==> src/rtl/instr_buffer_reader_pkg.sv <==
// Shared definitions for the instruction buffer reader: FSM states and
// pointer width derivation.
package instr_buffer_reader_pkg;

  typedef enum logic [0:0] {
    ST_RUN   = 1'b0,
    ST_FLUSH = 1'b1
  } state_e;

  // One extra MSB beyond the index distinguishes a full buffer from an empty one.
  function automatic int ptr_width(input int depth);
    return $clog2(depth) + 1;
  endfunction

endpackage

==> src/rtl/instr_buffer_reader_skid_fifo.sv <==
// Two-entry output queue. It holds the instruction presented downstream and
// one entry of slack so that reads can stay pipelined against backpressure.
module instr_skid_fifo #(
  parameter int Instr_word_size = 32
) (
  input  logic                       clk,
  input  logic                       rst,
  input  logic                       clr,
  input  logic                       push,
  input  logic                       pop,
  input  logic [Instr_word_size-1:0] data_in,
  output logic [Instr_word_size-1:0] data_out,
  output logic [1:0]                 count
);

  logic [1:0]                 count_q, count_d;
  logic [Instr_word_size-1:0] head_q, head_d;
  logic [Instr_word_size-1:0] tail_q, tail_d;

  always_comb begin
    count_d = count_q;
    head_d  = head_q;
    tail_d  = tail_q;
    unique case ({push, pop})
      2'b10: begin
        if (count_q == 2'd0) head_d = data_in;
        else                 tail_d = data_in;
        count_d = count_q + 2'd1;
      end
      2'b01: begin
        head_d  = tail_q;
        count_d = count_q - 2'd1;
      end
      2'b11: begin
        // Simultaneous push and pop: count holds, order is preserved.
        if (count_q == 2'd2) begin
          head_d = tail_q;
          tail_d = data_in;
        end else begin
          head_d = data_in;
        end
      end
      default: ;
    endcase
    if (clr) count_d = 2'd0;
  end

  always_ff @(posedge clk) begin
    if (rst) count_q <= 2'd0;
    else     count_q <= count_d;
  end

  always_ff @(posedge clk) begin
    head_q <= head_d;
    tail_q <= tail_d;
  end

  // Empty queue presents zero so stale storage never leaks downstream.
  assign data_out = (count_q != 2'd0) ? head_q : '0;
  assign count    = count_q;

endmodule

==> src/rtl/instr_buffer_reader.sv <==
// Reads instructions out of a circular buffer filled by a separate writer and
// streams them downstream through a valid/ready handshake, with flush support.
module instr_buffer_reader
  import instr_buffer_reader_pkg::*;
#(
  parameter int Instr_word_size = 32,
  parameter int bs              = 16,
  localparam int PW             = ptr_width(bs),
  localparam int IW             = $clog2(bs)
) (
  input  logic                       clk,
  input  logic                       rst,
  input  logic [PW-1:0]              wr_ptr,
  input  logic                       flush,
  output logic                       rd_en,
  output logic [IW-1:0]              rd_index,
  input  logic [Instr_word_size-1:0] rd_data,
  output logic [Instr_word_size-1:0] instr_out,
  output logic                       instr_valid,
  input  logic                       instr_ready,
  output logic [PW-1:0]              rd_ptr,
  output logic                       empty
);

  state_e        state_q, state_d;
  logic [PW-1:0] issue_ptr_q, issue_ptr_d;
  logic [PW-1:0] rd_ptr_q, rd_ptr_d;
  logic          inflight_q, inflight_d;

  logic [PW-1:0] avail;
  logic [1:0]    q_count;
  logic [1:0]    occ_after_pop;
  logic          handshake;
  logic          push;
  logic          pop;

  assign avail         = wr_ptr - issue_ptr_q;
  assign handshake     = instr_valid && instr_ready;
  // A pop this cycle frees a slot, letting a new read overlap the transfer.
  assign occ_after_pop = {1'b0, inflight_q} + q_count - {1'b0, handshake};

  assign rd_en = !rst && (state_q == ST_RUN) && !flush &&
                 (avail != '0) && (occ_after_pop < 2'd2);

  // Data returning into a flush (or the FLUSH cycle itself) is dropped.
  assign push = inflight_q && (state_q == ST_RUN) && !flush;
  assign pop  = handshake && !flush;

  always_comb begin
    state_d     = ST_RUN;
    issue_ptr_d = issue_ptr_q;
    rd_ptr_d    = rd_ptr_q;
    inflight_d  = rd_en;
    if (flush) begin
      if (state_q == ST_RUN) state_d = ST_FLUSH;
      issue_ptr_d = wr_ptr;
      rd_ptr_d    = wr_ptr;
    end else begin
      if (rd_en) issue_ptr_d = issue_ptr_q + 1'b1;
      if (pop)   rd_ptr_d    = rd_ptr_q + 1'b1;
    end
  end

  always_ff @(posedge clk) begin
    if (rst) begin
      state_q     <= ST_RUN;
      issue_ptr_q <= '0;
      rd_ptr_q    <= '0;
      inflight_q  <= 1'b0;
    end else begin
      state_q     <= state_d;
      issue_ptr_q <= issue_ptr_d;
      rd_ptr_q    <= rd_ptr_d;
      inflight_q  <= inflight_d;
    end
  end

  instr_skid_fifo #(
    .Instr_word_size(Instr_word_size)
  ) u_out_q (
    .clk      (clk),
    .rst      (rst),
    .clr      (flush),
    .push     (push),
    .pop      (pop),
    .data_in  (rd_data),
    .data_out (instr_out),
    .count    (q_count)
  );

  assign instr_valid = (q_count != 2'd0);
  assign rd_index    = issue_ptr_q[PW-2:0];
  assign rd_ptr      = rd_ptr_q;
  assign empty       = (wr_ptr == rd_ptr_q);

endmodule

==> config.mk <==
export PLATFORM = sky130hd
export DESIGN_NAME = instr_buffer_reader
export DESIGN_NICKNAME = d
export VERILOG_FILES = /design/src/rtl/instr_buffer_reader_pkg.sv /design/src/rtl/instr_buffer_reader_skid_fifo.sv /design/src/rtl/instr_buffer_reader.sv
export SDC_FILE = /design/constraint.sdc
export NUM_CORES = 1
export LEC_CHECK = 0
export ABC_AREA = 0
export CAP_MARGIN = 20
export CORE_MARGIN = 2
export CORE_UTILIZATION = 30
export CTS_CLUSTER_SIZE = 10
export DETAILED_ROUTE_END_ITERATION = 8
export PLACE_DENSITY = 0.62
export SYNTH_ARGS = -nofsm -noshare
export SYNTH_HDL_FRONTEND = slang
export SYNTH_SLANG_ARGS = --single-unit
==> constraint.sdc <==
create_clock -name clk -period 5.35 [get_ports clk]
set_clock_uncertainty 0.15 [all_clocks]
set_input_delay 1.07 -clock clk [delete_from_list [all_inputs] [get_ports clk]]
set_output_delay 1.07 -clock clk [all_outputs]
set_load 0.02 [all_outputs]
==> flow_metrics.env <==
export IMPL_critPathSlowestCell="clkdlybuf4s50_1"
export IMPL_dominantRegCellSynth="edfxtp_1"
export IMPL_r2r_path_start="u_out_q.count[0]"
export IMPL_clk_pin_slew_worst_paths_ns=0.06
export IMPL_seq_power_share_pct=49.6
export IMPL_die_area_sq_mm=0.0125
export IMPL_power_per_cell_area_mw_per_mm2=290
export IMPL_synth_ff_latch_count=78
export IMPL_final_period_minus_worst_setup_slack_ns=4.75
export IMPL_clkPwrFrac_pct=40.9
export IMPL_dr_first_iter_drc_count=88
export IMPL_timing_final_max_slew_violations=0
export IMPL_crit_type="in2out"
export IMPL_synth_top_cell_by_area="edfxtp_1"
export IMPL_hold_buffer_count_at_cts=0
export IMPL_die_width_um=112
export IMPL_dpl_instance_area_sq_mm=0.00446
export IMPL_tritoncts="done"
export IMPL_cp_top_family="buffers and inverters"
export IMPL_netlist_area_sq_mm=0.00350
export IMPL_measured_slew_at_the_worst_slew_check_pin_ns=0.783
export IMPL_power_net_switching_uw=315
export IMPL_crit_start="instr_ready"
export IMPL_final_antenna_net_count=0
export IMPL_routed_wire_length_per_instance_um=14.7
export IMPL_unrepaired_setup_endpoints_after_global_routing="no"
export IMPL_slowest_delay_ns=0.68
export IMPL_grt_start_max_net_pins=37
export IMPL_totalWireLength_um=7170
export IMPL_post_synth_cell_area_avg_sq_um=13.4
export IMPL_root_buffer="clkbuf_16"
export IMPL_report_final_hold_viol_count=0
export IMPL_area_delta_synth_final_pct=35.3
export IMPL_global_route_overflow_total=0
export IMPL_antennaDiodeCount=0
export IMPL_yosysSeqAreaShare_pct=62.9
export IMPL_yosysMostFrequentCell="edfxtp_1"
export IMPL_grt_antenna_before_repair=0
export IMPL_grt_usage_pct=11.7
export IMPL_number_of_input_and_output_port_buffers_inserted=84
export IMPL_post_drt_via_cell_ratio=4.65
export IMPL_layoutNonFillerInstCount=488
export IMPL_place_inst=473
export IMPL_initial_utilization_pct=30.6
export IMPL_number_of_iterations_in_the_first_detailed_routing_pass=4
export IMPL_relSlewSlack_pct=47.8
export IMPL_placement_rows=39
export IMPL_run_status="finished clean"
export IMPL_cp_data_arrival_time_ns=3.53
export IMPL_timing_critical_path_cells="clkdlybuf4s50_1, and2_1, ha_1, nor2b_1, xnor2_1, o311a_1, clkdlybuf4s50_1"
export IMPL_dp_final_hpwl_um=4970
export IMPL_cp_end_kind="primary output"
export IMPL_post_route_cell_area_sq_mm=0.00473
export IMPL_synth_cell_type_count=42
export IMPL_tcrit_tclk_final_pct=88.8
export IMPL_ios=85
export IMPL_worstSkewPairLatency_ns=0.33
export IMPL_synth_async_sr_flop_share_pct=0
export IMPL_max_cap_violations=0
export IMPL_postSynthCellCount=261
export IMPL_synth_cells_most_frequent="edfxtp_1 (64), and2_1 (34), a22o_1 (32)"
export IMPL_timing_hold_worst_class="reg2reg"
export IMPL_required_ns=4.13
export IMPL_report_final_setup_viol=0
export IMPL_htreeDepth=3
export IMPL_vdd_ir_drop_worst_uv=219
export IMPL_layout_drive_gt1_share_pct=7.83
export IMPL_cp_common_cell="clkdlybuf4s50_1"
export IMPL_clock_tree_buffer_depth=2
export IMPL_wire_length_of_the_first_global_routing_pass_um=11500
export IMPL_final_setup_tns_ns=0
export IMPL_hold_path_startpoint="state_q"
export IMPL_drc=0
export IMPL_critical_path_max_fanout=9
export IMPL_p_leak_nw=1.66
export IMPL_power_switching_share_pct=22.9
export IMPL_max_freq_ghz=0.211
export IMPL_synth_warning_count=0
export IMPL_route_vias_total=2269
export IMPL_first_global_vias=2318
export IMPL_clock_sinks=78
export IMPL_internal_power_mw=1.06
export IMPL_synth_edff_count=64
export IMPL_yosys_area_top_type_share_pct=54.9
export IMPL_synthesis_nets=313
export IMPL_layout_nets=393
export IMPL_comb_power_share_pct=9.4
export IMPL_cts_resized_gates=0
export IMPL_last_weighted_congestion_value_of_the_routability_driven_placer=0.770
export IMPL_die_h_um=112
export IMPL_critPathLaunchType="input port"
export IMPL_cts_setup_buffers=0
export IMPL_post_synth_main_area_contributors="edfxtp_1 (55%), a22o_1 (8.0%), dfxtp_1 (8.0%)"
export IMPL_numCtsBuffers=9
export IMPL_coreArea_sq_mm=0.0114
export IMPL_timing_critical_path_buf_inv=2
-- metal layers --
layer | vias up | wire, um | global-route usage [%]
met4 | 0 | 115 | 4.39
met5 | - | 0 | 0
met1 | 1074 | 3250 | 14.2
li1 | 1119 | - | -
met3 | 13 | 399 | 4.35
met2 | 63 | 3410 | 18.9
-- per-stage QoR --
step	hold slack, ns	power, mW	util (%)	setup slack, ns
after global placement	0.308	0.824	39.1	0.653
after floorplan	0.273	0.764	-	1.19
after global routing	0.328	1.43	41.4	0.452
final	0.309	1.37	41.4	0.600
after detailed placement	0.299	0.826	39.1	0.600
after CTS	0.308	1.40	41.4	0.596
-- layout make-up --
class                   instances  area (sq um)
fillers                      1081          6690
flip-flops and latches         78          2200
multi-input cells             152          1160
repair buffers                 88           871
clock buffers                   9           225
well taps                     143           179
clock inverters                 6          47.5
inverters                      12          45.0
-- registers in the layout (all words and copies together), names as in the netlist --
name,cells
u_out_q.count,2
u_out_q.head_q,32
state_q,1
inflight_q,1
issue_ptr_q,5
rd_ptr,5
u_out_q.tail_q,32
-- layout by cell type, fill, tap and decap left out, types with 3 or more instances in the layout --
cell             Yosys  layout
a21boi_0             3       3
a21oi_1              8       7
a22o_1              32      32
and2_1              34      34
buf_4                4       4
clkbuf_16            0       9
clkdlybuf4s50_1      0      84
clkinvlp_4           0       4
dfxtp_1             14      14
edfxtp_1            64      64
ha_1                11      11
inv_1               11      11
nand2_1              7       7
nand3_1              3       3
nor2_1               5       4
nor3_1               8       8
xnor2_1              8       8
xor2_1               8       8
-- final timing paths --
path	depth (start not counted)	slack, ns	endpoint
min reg2reg	1	0.31	state_q
max	7	0.60	rd_en
min	1	0.31	state_q
max reg2reg	9	2.31	u_out_q.head_q[2]
-- power by group through the flow --
stage,Sequential [mW],Combinational (mW),Clock [mW]
after global routing,0.684,0.141,0.606
after CTS,0.682,0.132,0.583
after detailed placement,0.696,0.131,0
after floorplan,0.697,0.0677,0
final,0.682,0.130,0.562
after global placement,0.695,0.129,0
-- cells by family after synthesis --
kind of cell               synth area share [%]
and+or+nand+nor                            10.8
AOI/OAI and AO/OA                          12.6
buffers and inverters                      4.26
adders and majority gates                  3.93
DFF                                        62.9
muxes                                      1.00
xor gates and xnor gates                   4.47
(Power assumes the default switching activity.)
